`src/rtl/rom_bus_arbiter_pkg.sv`:
```
// Shared types for the ROM/RAM bus arbiter: transfer size, FSM state and
// a helper for sizing the timeout counter.
package rom_bus_arbiter_pkg;

  typedef enum logic [1:0] {
    BYTE = 2'd0,
    HALF = 2'd1,
    WORD = 2'd2
  } tsize_t;

  typedef enum logic [1:0] {
    IDLE = 2'd0,
    BUSY = 2'd1,
    DONE = 2'd2
  } arb_state_t;

  // Counter must hold TIMEOUT itself (it increments on the last BUSY cycle).
  function automatic int unsigned cnt_width(input int unsigned timeout);
    return (timeout == 0) ? 1 : $clog2(timeout + 1);
  endfunction

endpackage

```
`src/rtl/rom_bus_arbiter_rr_arb2.sv`:
```
// Two-way round-robin pick: a lone request wins outright, a tie goes to the
// requester that was not served last.
module rr_arb2 (
  input  logic [1:0] req,
  input  logic       last,
  output logic       grant,
  output logic       valid
);

  always_comb begin
    valid = |req;
    grant = 1'b0;
    case (req)
      2'b01:   grant = 1'b0;
      2'b10:   grant = 1'b1;
      2'b11:   grant = ~last;
      default: grant = 1'b0;
    endcase
  end

endmodule

```
`src/rtl/rom_bus_arbiter.sv`:
```
// Shares one memory slave between an instruction-fetch and a data/debug
// requester; holds the grant until bdone or timeout, then pulses done.
//
// state | meaning
// IDLE  | no owner, sampling req for a new grant
// BUSY  | owner's payload on the slave bus, waiting for bdone/timeout
// DONE  | one-cycle done/err pulse to the owner
module rom_bus_arbiter
  import rom_bus_arbiter_pkg::*;
#(
  parameter int unsigned AW      = 32,
  parameter int unsigned DW      = 32,
  parameter int unsigned TIMEOUT = 16
) (
  input  logic                 clk,
  input  logic                 rst,
  input  logic [1:0]           req,
  input  logic [1:0][AW-1:0]   addr,
  input  logic [1:0]           write,
  input  logic [1:0][DW-1:0]   wdata,
  input  tsize_t [1:0]         tsize,
  output logic [1:0][DW-1:0]   rdata,
  output logic [1:0]           done,
  output logic [1:0]           err,
  output logic                 m_req,
  output logic [AW-1:0]        m_addr,
  output logic                 m_write,
  output logic [DW-1:0]        m_wdata,
  output tsize_t               m_tsize,
  input  logic [DW-1:0]        m_rdata,
  input  logic                 m_bdone
);

  localparam int unsigned   CW = cnt_width(TIMEOUT);
  localparam logic [CW-1:0] TC = (TIMEOUT > 0) ? CW'(TIMEOUT - 1) : '0;

  arb_state_t    state, state_nx;
  logic          owner, last;
  logic          grant, grant_valid;
  logic [CW-1:0] cnt;
  logic          timed_out, finish;

  logic [AW-1:0] addr_q;
  logic          write_q;
  logic [DW-1:0] wdata_q;
  tsize_t        tsize_q;

  rr_arb2 u_pick (
    .req   (req),
    .last  (last),
    .grant (grant),
    .valid (grant_valid)
  );

  always_comb begin
    state_nx  = state;
    finish    = 1'b0;
    timed_out = (TIMEOUT != 0) && (cnt == TC) && !m_bdone;
    case (state)
      IDLE: if (grant_valid) state_nx = BUSY;
      BUSY: begin
        if (m_bdone || timed_out) begin
          state_nx = DONE;
          finish   = 1'b1;
        end
      end
      DONE:    state_nx = IDLE;
      default: state_nx = IDLE;
    endcase
  end

  // Slave bus follows the owner live in BUSY and parks on the last payload otherwise.
  assign m_req   = (state == BUSY);
  assign m_addr  = m_req ? addr[owner]  : addr_q;
  assign m_write = m_req ? write[owner] : write_q;
  assign m_wdata = m_req ? wdata[owner] : wdata_q;
  assign m_tsize = m_req ? tsize[owner] : tsize_q;

  always_ff @(posedge clk) begin
    if (rst) begin
      state   <= IDLE;
      owner   <= 1'b0;
      last    <= 1'b1;
      cnt     <= '0;
      rdata   <= '0;
      done    <= '0;
      err     <= '0;
      addr_q  <= '0;
      write_q <= 1'b0;
      wdata_q <= '0;
      tsize_q <= WORD;
    end else begin
      state <= state_nx;
      done  <= '0;
      case (state)
        IDLE: if (grant_valid) owner <= grant;
        BUSY: begin
          cnt     <= cnt + CW'(1);
          addr_q  <= addr[owner];
          write_q <= write[owner];
          wdata_q <= wdata[owner];
          tsize_q <= tsize[owner];
          if (finish) begin
            rdata[owner] <= m_bdone ? m_rdata : '0;
            err[owner]   <= ~m_bdone;
            done[owner]  <= 1'b1;
            last         <= owner;
          end
        end
        DONE:    cnt <= '0;
        default: ;
      endcase
    end
  end

endmodule

```
`config.mk`:
```
export PLATFORM = sky130hd
export DESIGN_NAME = rom_bus_arbiter
export DESIGN_NICKNAME = d
export VERILOG_FILES = /design/src/rtl/rom_bus_arbiter_pkg.sv /design/src/rtl/rom_bus_arbiter_rr_arb2.sv /design/src/rtl/rom_bus_arbiter.sv
export SDC_FILE = /design/constraint.sdc
export NUM_CORES = 1
export LEC_CHECK = 0
export BUFFER_PORTS_ARGS = -buffer_cell sky130_fd_sc_hd__buf_2
export CORE_UTILIZATION = 30
export DETAILED_ROUTE_END_ITERATION = 8
export GPL_TIMING_DRIVEN = 0
export PLACE_DENSITY = 0.58
export SLEW_MARGIN = 30
export SYNTH_ARGS = -nofsm -noshare
export SYNTH_HDL_FRONTEND = slang
export SYNTH_SLANG_ARGS = --single-unit
```
`constraint.sdc`:
```
create_clock -name clk -period 1.7 [get_ports clk]
set_input_delay 0.255 -clock clk [delete_from_list [all_inputs] [get_ports clk]]
set_output_delay 0.255 -clock clk [all_outputs]
set_load 0.02 [all_outputs]
```
==> reports/results.txt <==
Fin Clk Skew: 0.0117 ns
Most common cell on crit path: buf_6
Delay-heaviest family, CP: buffers and inverters
Post-Synth Simple-Gate Area: 0.208
Row count: 53
Setup-failing EPs final: 93
CP max stage delay: 0.37 ns
Largest net degree at the start of global routing: 17
Reg clk slew, reported paths: 0.06 ns
Clk root buf: clkbuf_16
Post-synth top area share: 0.448
Commonest cells after routing, fill and taps aside: buf_2 (249), dfxtp_1 (141), buf_6 (77), nor2b_1 (67), a21oi_4 (64)
Max cap viols: 0
GRT Total Usage: 0.202
Yosys top cell by area: dfxtp_1
Vias in the first global route: 6144
Via count: 6557
Final Hold Fails: 0
Worst skew pair latency: 0.42 ns
Share of flip-flops with an asynchronous set or reset: 0
H-tree Lvls: 4
Number of port buffers: 304
Power Density: 1110 nW/um2
Io pins: 307
First-pass GRT wire length: 34200 um
Status: complete, but fails checks
Clock network fraction of total power: 0.317
Worst setup margin: -0.341 ns
CP required: 1.44 ns
Initial antenna violation count: 1
Post-synthesis sequential area ratio: 0.448
Syn Area/Cell: 8.89 um2
Reg2reg setup slack: -0.03 ns
Class of the worst hold path: in -> reg
DIE AREA: 22000 um2
Initial Util: 0.306
Post-synth EDFFs: 0
Yosys cell types: 35
Design Area, Final: 10900 um2
Final ANT Viol Nets: 0
Core footprint: 21000 um2
DR pass1 iterations: 5
Warnings from Yosys: 0
Compound-Gate Fraction of Synth Area: 0.163
Initial DRC count: 285
Mapped Cells: 724
Failing checks: setup timing
Largest family of logic cells by synthesized area: simple AND/OR/NAND/NOR gates
Area of the multi-input gates: 4220 um2
XOR/XNOR Fraction of Synth Area: 0
Slowest cell on crit path: mux2i_1
Cell Chain, Critical Path: buf_6 -> buf_6 -> mux2i_1 -> a21oi_4 -> buf_6
Tightest Pin Transition: 0.780 ns
Total gr overflow: 0
Vias/cell: 4.83
Max Clock Freq: 0.490 GHz
DR WL/cell: 17.3 um
Synth Register Bits: 144
Post-synthesis cell area: 6430 um2
Final wirelength: 23500 um
Placer Congestion: 0.875
Internal power: 8060 uW
Post-DP Area: 8460 um2
Sequential share of power: 0.312
Crit Path Class: reg -> out
Sw Ratio: 0.335
Post-DP HPWL: 16500 um
CTS tree: built
# fillers: 1939
Slew headroom: 0.480
Die Y: 148 um
Setup TNS: -19.14 ns
Clock sinks: 144
Slew Viols, Final: 0
Synth Area in Adders: 0.00972
Net Switching: 4060 uW
Pleak: 0.00438 uW
Final nets: 1244
Comb power frac: 0.370
Data arrival, critical path: 1.79 ns
Cts bufs inserted: 17
Post-Syn Nets: 900
Post-synthesis mux area share: 0.104
Share of cells above drive strength 1: 0.518
Primary FF master, synth: dfxtp_1
Most common cell after layout, fill and taps aside: buf_2
Post-route DRC: 0
Period utilization: 1.20
CP endpoint kind: output pin
Seq. cell area: 2890 um2
Ranking of synthesized cells by area: dfxtp_1 (45%), mux2i_1 (10%), a21oi_1 (9.3%)
Layout area overhead: 69.0%
Worst vdd ir: 0.000636 V
CP Max Fanout: 10
Min cycle time layout: 2.04 ns
Maximum root-to-sink buffer count: 2
Startpoint Class: flop
Width of the die: 148 um
Worst Path Buf+Inv: 3
RSZ-0062 raised after global routing: true
[registers in the layout (all words and copies together), names as in the netlist]
signal and count:
err 2, state 2, write_q 1, owner 1, cnt 5, wdata_q 32
tsize_q 2, addr_q 32, rdata 64, last 1, done 2
[through the flow]
step                 util  power, uW  hold WS, ns  std cells  setup slack, ns
detailed placement  0.402       6880        0.443       1303           -0.383
CTS                 0.472      11500       0.0955       1337           -0.359
global placement    0.402       6860        0.440       1303           -0.331
finish              0.517      12100        0.111       1357           -0.341
floorplan               -       5820        0.416        724           -0.100
global route        0.517      12600        0.106       1357           -0.399
[logic make-up after synthesis]
group	count (synthesis)
and+or+nand+nor	251
AOI/OAI and AO/OA	185
DFF	144
buffers and inverters	72
muxes	67
adders and majority gates	5
[path summary, 6_finish.rpt]
| path | startpoint | to | cells after the start |
|---|---|---|---|
| hold reg to reg | rdata[35] | rdata[35] | 2 |
| setup reg to reg | cnt[0] | rdata[36] | 8 |
| hold / removal | m_rdata[27] | rdata[59] | 3 |
| setup / recovery | owner | m_addr[28] | 5 |
[worst min-delay path: cells and delay by family]
| kind | cells | cell delay, ns |
|---|---|---|
| AOI/OAI and AO/OA | 1 | 0.05 |
| buffers and inverters | 1 | 0.10 |
| and+or+nand+nor | 1 | 0.07 |
[Yosys cell counts, types with 7 or more instances]
master	n
nand4b_1	32
buf_6	13
nand3_1	33
mux2i_1	67
a21oi_2	19
a21oi_1	119
buf_2	27
o21ai_0	28
dfxtp_1	144
buf_4	8
o21ai_1	7
nand2_1	35
clkbuf_1	14
nor2b_1	67
nor2_1	76
[per-layer routing]
layer  vias to the layer above  wire (um)  global-route usage
li1                       3202          -                   -
met1                      3135      10700               0.269
met2                       183      11300               0.326
met3                        37        880              0.0402
met4                         0        530              0.0598
met5                         -          0                   0
[power by group through the flow]
stage               registers, uW  logic (uW)  clock network, uW
floorplan                    3870        1950                  0
global placement             3820        3040                  0
detailed placement           3820        3050                  0
CTS                          3760        3850               3920
global route                 3810        4740               4070
finish                       3780        4490               3840
[repair_timing]
item	CTS	global route
pin swaps	3	17
cloned	0	9
hold buffers	0	0
gates resized for setup	221	165
setup buffers	2	10
endpoints found under the setup margin	194	127
[final cells by class]
| cell class | instances | area share |
|---|---|---|
| plain buffers | 68 | 0.0589 |
| multi-input cells | 509 | 0.388 |
| inverters | 4 | 0.00138 |
| clock inverters | 11 | 0.0143 |
| repair buffers | 324 | 0.199 |
| clock buffers | 21 | 0.0405 |
| diodes | 1 | 0.000230 |
| well taps | 275 | 0.0316 |
| flip-flops and latches | 144 | 0.266 |
Note: power is estimated with default switching activity, not from simulation.
